### src/rtl/net_packet_receiver_pkg.sv
// Shared net-packet definitions: packet layout, op codes, instruction word and receiver states.
`default_nettype none

package net_packet_receiver_pkg;

    localparam int net_id_width_gp       = 10;
    localparam int net_addr_width_gp     = 10;
    localparam int net_reserved_width_gp = 5;
    localparam int mask_length_gp        = 3;
    localparam int rs_imm_size_gp        = 6;

    typedef enum logic [2:0] {
        NET_NULL  = 3'd0,
        NET_INSTR = 3'd1,
        NET_REG   = 3'd2,
        NET_PC    = 3'd3,
        NET_BAR   = 3'd4
    } net_op_e;

    typedef struct packed {
        logic [5:0] opcode;
        logic [4:0] rd;
        logic [4:0] rs_imm;
    } instruction_s;

    typedef struct packed {
        logic [net_id_width_gp-1:0]       id;
        net_op_e                          net_op;
        logic [net_reserved_width_gp-1:0] reserved;
        logic [31:0]                      net_data;
        logic [net_addr_width_gp-1:0]     net_addr;
    } net_packet_s;

    typedef enum logic [1:0] {
        ST_IDLE = 2'd0,
        ST_LOAD = 2'd1,
        ST_RUN  = 2'd2
    } rx_state_e;

    function automatic logic [15:0] sat_inc16(input logic [15:0] value);
        return (value == 16'hFFFF) ? value : value + 16'd1;
    endfunction

endpackage

`default_nettype wire

### src/rtl/net_packet_checker.sv
// Combinational field validation of an incoming net packet (ID match, op, reserved, ranges).
`default_nettype none

import net_packet_receiver_pkg::*;

module net_packet_checker #(
    parameter logic [net_id_width_gp-1:0] core_id_p = 10'd1
) (
    input  logic [net_id_width_gp-1:0]                  id_i,
    input  net_op_e                                     op_i,
    input  logic [net_reserved_width_gp-1:0]            reserved_i,
    input  logic [15:0]                                 data_hi_i,
    input  logic [net_addr_width_gp-rs_imm_size_gp-1:0] addr_hi_i,
    output logic                                        addressed_o,
    output logic                                        null_op_o,
    output logic                                        op_known_o,
    output logic                                        reserved_ok_o,
    output logic                                        instr_data_ok_o,
    output logic                                        reg_addr_ok_o
);

    assign addressed_o     = (id_i == core_id_p);
    assign null_op_o       = (op_i == NET_NULL);
    assign reserved_ok_o   = (reserved_i == '0);
    assign instr_data_ok_o = (data_hi_i == 16'h0000);
    assign reg_addr_ok_o   = (addr_hi_i == '0);

    always_comb begin
        op_known_o = 1'b0;
        case (op_i)
            NET_INSTR, NET_REG, NET_PC, NET_BAR: op_known_o = 1'b1;
            default:                             op_known_o = 1'b0;
        endcase
    end

endmodule

`default_nettype wire

### src/rtl/net_packet_receiver.sv
// Net packet receiver: loads instruction memory, register file, barrier mask and PC from packets.
`default_nettype none

import net_packet_receiver_pkg::*;

module net_packet_receiver #(
    parameter logic [net_id_width_gp-1:0] core_id_p         = 10'd1,
    parameter int                         imem_addr_width_p = 10
) (
    input  logic                               clk,
    input  logic                               reset,
    input  logic [$bits(net_packet_s)-1:0]     net_packet_flat_i,
    output logic                               imem_wen_o,
    output logic [imem_addr_width_p-1:0]       imem_addr_o,
    output logic [$bits(instruction_s)-1:0]    imem_data_o,
    output logic                               rf_wen_o,
    output logic [rs_imm_size_gp-1:0]          rf_addr_o,
    output logic [31:0]                        rf_data_o,
    output logic [mask_length_gp-1:0]          barrier_mask_o,
    output logic                               pc_wen_o,
    output logic [imem_addr_width_p-1:0]       pc_o,
    output logic                               run_o,
    output logic [15:0]                        pkt_count_o,
    output logic                               error_o
);

    net_packet_s pkt;
    rx_state_e   state;
    logic        armed;
    logic        addressed;
    logic        null_op;
    logic        op_known;
    logic        reserved_ok;
    logic        instr_data_ok;
    logic        reg_addr_ok;

    assign pkt = net_packet_flat_i;

    net_packet_checker #(
        .core_id_p (core_id_p)
    ) u_checker (
        .id_i            (pkt.id),
        .op_i            (pkt.net_op),
        .reserved_i      (pkt.reserved),
        .data_hi_i       (pkt.net_data[31:16]),
        .addr_hi_i       (pkt.net_addr[net_addr_width_gp-1:rs_imm_size_gp]),
        .addressed_o     (addressed),
        .null_op_o       (null_op),
        .op_known_o      (op_known),
        .reserved_ok_o   (reserved_ok),
        .instr_data_ok_o (instr_data_ok),
        .reg_addr_ok_o   (reg_addr_ok)
    );

    // armed stays low for the first edge after reset release so a packet
    // straddling the release is never acted upon.
    always_ff @(posedge clk or posedge reset) begin
        if (reset) begin
            state          <= ST_IDLE;
            armed          <= 1'b0;
            imem_wen_o     <= 1'b0;
            imem_addr_o    <= '0;
            imem_data_o    <= '0;
            rf_wen_o       <= 1'b0;
            rf_addr_o      <= '0;
            rf_data_o      <= '0;
            barrier_mask_o <= '0;
            pc_wen_o       <= 1'b0;
            pc_o           <= '0;
            run_o          <= 1'b0;
            pkt_count_o    <= '0;
            error_o        <= 1'b0;
        end else begin
            armed      <= 1'b1;
            imem_wen_o <= 1'b0;
            rf_wen_o   <= 1'b0;
            pc_wen_o   <= 1'b0;
            if (armed && addressed && !null_op) begin
                if (!reserved_ok || !op_known) begin
                    error_o <= 1'b1;
                end else begin
                    case (pkt.net_op)
                        NET_INSTR: begin
                            // Loads are refused once running; wide data is a protocol error.
                            if (state == ST_RUN || !instr_data_ok) begin
                                error_o <= 1'b1;
                            end else begin
                                imem_wen_o  <= 1'b1;
                                imem_addr_o <= pkt.net_addr[imem_addr_width_p-1:0];
                                imem_data_o <= pkt.net_data[15:0];
                                state       <= ST_LOAD;
                                pkt_count_o <= sat_inc16(pkt_count_o);
                            end
                        end
                        NET_REG: begin
                            if (state == ST_RUN || !reg_addr_ok) begin
                                error_o <= 1'b1;
                            end else begin
                                rf_wen_o    <= 1'b1;
                                rf_addr_o   <= pkt.net_addr[rs_imm_size_gp-1:0];
                                rf_data_o   <= pkt.net_data;
                                state       <= ST_LOAD;
                                pkt_count_o <= sat_inc16(pkt_count_o);
                            end
                        end
                        NET_BAR: begin
                            barrier_mask_o <= pkt.net_data[mask_length_gp-1:0];
                            if (state != ST_RUN) begin
                                state <= ST_LOAD;
                            end
                            pkt_count_o <= sat_inc16(pkt_count_o);
                        end
                        NET_PC: begin
                            pc_wen_o    <= 1'b1;
                            pc_o        <= pkt.net_data[imem_addr_width_p-1:0];
                            state       <= ST_RUN;
                            run_o       <= 1'b1;
                            pkt_count_o <= sat_inc16(pkt_count_o);
                        end
                        default: error_o <= 1'b1;
                    endcase
                end
            end
        end
    end

endmodule

`default_nettype wire

### config.mk
export PLATFORM = sky130hd
export DESIGN_NAME = net_packet_receiver
export DESIGN_NICKNAME = d
export VERILOG_FILES = /design/src/rtl/net_packet_receiver_pkg.sv /design/src/rtl/net_packet_checker.sv /design/src/rtl/net_packet_receiver.sv
export SDC_FILE = /design/constraint.sdc
export NUM_CORES = 1
export LEC_CHECK = 0
export BUFFER_PORTS_ARGS = -buffer_cell sky130_fd_sc_hd__buf_4
export CORE_MARGIN = 10
export CORE_UTILIZATION = 45
export DETAILED_ROUTE_END_ITERATION = 10
export PLACE_DENSITY_LB_ADDON = 0.2
export SLEW_MARGIN = 10
export SYNTH_ARGS = -nofsm -noshare
export SYNTH_HDL_FRONTEND = slang
export SYNTH_SLANG_ARGS = --single-unit
export TNS_END_PERCENT = 30
### constraint.sdc
create_clock -name clk -period 3.8 [get_ports clk]
set_clock_uncertainty 0.1 [all_clocks]
set_input_delay 0.38 -clock clk [delete_from_list [all_inputs] [get_ports clk]]
set_output_delay 0.38 -clock clk [all_outputs]
set_load 0.03 [all_outputs]
After elaboration in Yosys (flattened, before gate mapping)
Cells that the tools add are included.

Output and inout bits: 98. Bits in registers: 101.

Equality and inequality tests: 14. Reduce and logical (&&, ||, !) cells: 25. Add/subtract/negate cells: 1. Bitwise operators: 3. Multiplexer cells: 24.

Operators with widths (count): two-way mux 16 bit (3); case mux 16 bit (3 select lines) (1); adder 16 x 1 -> 16 bit (second input constant) (1); == test 16 bit (second input constant) (1); zero test 16 bit (1); two-way mux 1 bit (15); AND reduction 4 bit (3); == test 10 x 1 -> 1 bit (second input constant) (1); != test 2 bit (second input constant) (4); case mux 2 bit (4 select lines) (1); == test 3 x 2 -> 1 bit (second input constant) (2); two-way mux 2 bit (3); != test 3 bit (second input constant) (2); AND reduction 3 bit (2); AND reduction 6 bit (1); zero test 1 bit (5); zero test 5 bit (1); AND reduction 5 bit (1); zero test 4 bit (1); nonzero test 4 bit (1); OR reduction 4 bit (1); == test 3 x 1 -> 1 bit (second input constant) (1); == test 3 bit (second input constant) (1); zero test 3 bit (1); 8 further kinds (13).

Longest topological paths before layout
Word-level depth: 7. Depth in mapped cells: 8.

Cells and area by module
Synthesis repeated with hierarchy kept, for this count alone.

Cell total of the unflattened synthesis: 411. Area total of the unflattened synthesis: 4122.7 sq um.

Modules (own cells, without submodules): net_packet_receiver (cells each 397, instances 1, area each 4021.4 sq um, sequential area each 2527.4 sq um); net_packet_checker (cells each 14, instances 1, area each 101.3 sq um, sequential area each 0.0 sq um).

Least setup slack after synthesis
OpenSTA, ideal clock, no wires.

Path kind: reg-to-reg. From: reg pkt_count_o[0]. To: reg pkt_count_o[3]. Slack: 1603 ps. Data required time: 3565 ps. Arrival: 1962 ps. Buffers on the path: 1. Stages on the path, launching flop included: 9. Path through: dfrtp_1 ha_1 nand4_1 nor2_1 a2111oi_2 and2_2 buf_6 nand4_1 xnor2_1.

Cells in the longest elaborated chain, start to end: 4. Elaborated cells between the ends (all ways): 6.

RTL lines: start, declared (RTL line net_packet_receiver.sv:23) `output logic [15:0] pkt_count_o,`; start signal, assigned (RTL line net_packet_receiver.sv:92) `pkt_count_o <= sat_inc16(pkt_count_o);`; start signal, assigned (RTL line net_packet_receiver.sv:103) `pkt_count_o <= sat_inc16(pkt_count_o);`; start signal, assigned (RTL line net_packet_receiver.sv:111) `pkt_count_o <= sat_inc16(pkt_count_o);`; adder 16 x 1 -> 16 bit or == test 16 bit (tied branches) (RTL line net_packet_receiver_pkg.sv:41) `return (value == 16'hFFFF) ? value : value + 16'd1;`; two-way mux 16 bit (*) (RTL line net_packet_receiver_pkg.sv:41); two-way mux 16 bit (on tied branches) (RTL line net_packet_receiver.sv:96, net_packet_receiver.sv:85); case mux 16 bit (3 select lines) (*) (RTL line net_packet_receiver.sv:82) `case (pkt.net_op)`.

Every way passes the cells marked *; elsewhere a longest branch is shown, timed or not. The select of a mux whose other input is x is not followed. A chain may end at the register's enable or synchronous reset.

Worst setup path in the final report
From: reg armed. To: reg imem_data_o[15].

Cells in the longest elaborated chain, start to end: 3.

RTL lines: start, declared (RTL line net_packet_receiver.sv:29) `logic armed;`; start signal, assigned (RTL line net_packet_receiver.sv:60) `armed <= 1'b0;`; start signal, assigned (RTL line net_packet_receiver.sv:74) `armed <= 1'b1;`; logical AND 1 bit (2 in series) (RTL line net_packet_receiver.sv:78) `if (armed && addressed && !null_op) begin`; AND reduction 4 bit (no line); end signal, assigned (RTL line net_packet_receiver.sv:90) `imem_data_o <= pkt.net_data[15:0];`; end, declared (RTL line net_packet_receiver.sv:15) `output logic [$bits(instruction_s)-1:0] imem_data_o,`.

Every way passes these cells.

==> results.py <==
metrics = {
    "run_status": {
        "status": "finished, final reports clean",
    },
    "timing": {
        "finalCritPeriodShare": 0.6455,
        "timing.fmax_mhz": 407.7,
        "tightest_slew_ps": 881.0,
        "rsz0062_at_grt": "false",
        "slew_viol_final": 0,
        "hold_viol": 0,
        "min_period_ps": 2453,
        "whs_ps": 114.5,
        "setup_ws_ps": 1347,
        "tns_ps": 0,
        "setup_viol": 0,
        "max_slew_margin": 0.4126,
    },
    "clocking": {
        "numCtsBuffers": 9,
        "hold_buffers": 0,
        "cts_setup_buffers": 0,
        "clock_sinks": 101,
        "clockBufferDepth": 2,
        "clk_latency_ps": 360,
        "clock-root-buffer": "clkbuf_8",
        "cts_tree": "built",
        "cts_resized": 0,
        "cts.clk_slew.worst_paths_ps": 100,
        "cts_htree_levels": 3,
    },
    "drt": {
        "antenna_left": 0,
        "vias_per_cell": 5.177,
        "wl_per_cell_um": 18.55,
        "drt-initial-drc-count": 70,
        "first_pass_iters": 4,
        "routed_wl_mm": 10.37,
        "drc_errors": 0,
        "vias": 2894,
    },
    "logic_synthesis": {
        "syn-mean-instance-area_sq_um": 14.43,
        "synth-seq-cells": 101,
        "async_flop_share": 1.000,
        "yosysWarningCount": 0,
        "yosys.area.top_type": "dfrtp_1",
        "synth_edf_count": 0,
        "synthTopCellsByArea": "dfrtp_1 (62%), mux2_2 (21%), xnor2_1 (2.6%), nand2_1 (1.2%), nand4_1 (1.1%)",
        "yosysTopAreaCellShare": 0.6189,
        "syn_nets": 346,
        "seq_area_frac_synth": 0.6189,
        "syn_inst": 283,
        "synthFlopType": "dfrtp_1",
        "synthesis.area_sq_mm": 0.004084,
        "synthDistinctLibCells": 42,
    },
    "placement": {
        "dp_hpwl_mm": 8.000,
        "dp_cells": 544,
        "dp_slack_ps": 1044,
        "place_congestion": 0.7784,
        "port_buffers": 159,
    },
    "run": {
        "cap_violations": 0,
    },
    "floorplanning": {
        "die-area_sq_mm": 0.01329,
        "initial_utilization": 0.4660,
        "rows": 34,
        "fp.dieW_um": 115.3,
        "design.core.area_sq_mm": 0.008763,
        "die_y_um": 115.3,
        "pin_count": 160,
    },
    "global_routing": {
        "grt_max_degree": 75,
        "gr-total-overflow": 0,
        "grt_pass1_wl_mm": 16.55,
        "grt_util_met2": 0.2462,
        "grt_use_met3": 0.08854,
        "grt_busiest_layer": "met2",
        "grt_use_total": 0.1568,
        "grt_pass1_vias": 3184,
        "antenna_found_initial": 0,
        "met1_usage": 0.1765,
    },
    "critical_path": {
        "worst_path_max_delay_cell": "nand3_2",
        "cp_cell_sequence": "nor3b_1, nand4_2, nor2_1, nand3_2, mux2_1",
        "crit_cells": 5,
        "arrival_ps": 2600,
        "worst-path-max-fanout": 27,
        "r2r_cells": 5,
        "crit_buf_inv": 0,
        "max_stage_delay_ps": 620,
        "critPathLaunchType": "register",
        "crit_family": "simple AND/OR/NAND/NOR gates",
        "crit_type": "reg2reg",
        "crit_path_end_kind": "register",
        "cp.required_ps": 3950,
    },
    "power": {
        "p_per_area_mw_per_mm2": 353.8,
        "finalPower_uw": 1989,
        "peakVddDrop_mv": 0.1963,
        "leakage_uw": 0.003041,
    },
    "final_layout": {
        "fin_cells": 559,
        "antenna_cells": 0,
        "layout-drive-gt1-share": 0.5809,
        "syn_to_final_growth_pct": 37.65,
        "final_nets": 510,
    },
    "min_path": {
        "holdCritPathClass": "in2async",
    },
}
## worst paths after layout
path / from / slack, ps / endpoint
setup / recovery: armed / 1350 / imem_data_o[15]
hold / removal: reset / 110 / rf_addr_o[0]
setup reg to reg: armed / 1350 / imem_data_o[15]
hold reg to reg: run_o / 380 / run_o
max in group asynchronous: reset / 2580 / pc_o[9]
min in group clk: net_packet_flat_i[25] / 130 / imem_data_o[15]
## metrics by stage
stage	util	instance area, sq um
3_3_place_gp	0.6136	5378
6_report	0.6415	5622
2_1_floorplan	-	4084
4_1_cts	0.6415	5622
5_1_grt	0.6415	5622
3_5_place_dp	0.6136	5378
## cells in the mapped netlist, types with 2 or more instances
cell	count
dfrtp_1	101
mux2_2	75
nand2_1	13
xnor2_1	12
nand3_1	8
nor2_1	8
nand4_1	7
buf_2	5
inv_1	4
nor4_1	4
and4_1	3
buf_6	3
nor3_1	3
xor2_1	3
and3_1	2
mux2_1	2
nor2b_1	2
nor3b_1	2
o21ai_0	2
or3_1	2
## cells by family (layout without fill, tap and decap cells)
kind of cell / Yosys count / after routing / share of synthesized area
flip-flops: 101 / 101 / 0.6189
multiplexers: 77 / 77 / 0.2123
AND/OR/NAND/NOR: 66 / 66 / 0.09620
XOR/XNOR: 15 / 15 / 0.03217
buffers and inverters: 13 / 181 / 0.01991
AO/OA/AOI/OAI: 9 / 9 / 0.01655
adder cells (fa/ha/maj): 1 / 1 / 0.003063
other: 1 / 1 / 0.0009182
## area by class of cell
class,count,area (sq um)
inverters,4,17.52
flip-flops and latches,101,2527
multi-input cells,169,1481
repair buffers,162,1216
clock buffers,10,137.6
fillers,713,3142
well taps,108,135.1
clock inverters,5,106.4
## metal layers
layer,routed length (um),vias up
met4,146,0
met2,4947,104
li1,-,1334
met3,1313,14
met5,0,-
met1,3964,1442
## power breakdown
part | internal [uW] | total [uW] | switching (uW)
registers | 1070 | 1070 | 0.365
logic | 46.1 | 90.8 | 44.7
clock network | 454 | 823 | 369
total | 1580 | 1990 | 414
## worst register-to-register path, cell delays in order, from the launching register on
cell     delay [ps]
dfrtp_1         340
nor3b_1         230
nand4_2         230
nor2_1          280
nand3_2         620
mux2_1          560
## cells in the final DEF, fill, tap and decap left out, types with 2 or more instances in the layout
master     Yosys  final
xor2_1         3      3
dfrtp_1      101    101
nor2_1         8      8
mux2_2        75     75
or3_1          2      2
clkbuf_8       0     10
buf_4          1    162
nand2_1       13     13
nor3b_1        2      2
and3_1         2      2
inv_1          4      3
nor2b_1        2      2
nand4_1        7      7
mux2_1         2      2
o21ai_0        2      2
nor3_1         3      3
and4_1         3      3
nand3_1        8      8
nor4_1         4      3
bufinv_16      0      3
nor4_2         1      2
xnor2_1       12     12
## registers in the layout (all words and copies together), names as in the netlist, 2 cells and up
register,flops
imem_data_o,16
pc_o,10
imem_addr_o,10
rf_addr_o,6
state,2
pkt_count_o,16
rf_data_o,32
barrier_mask_o,3
Note: power is estimated with default switching activity, not from simulation.
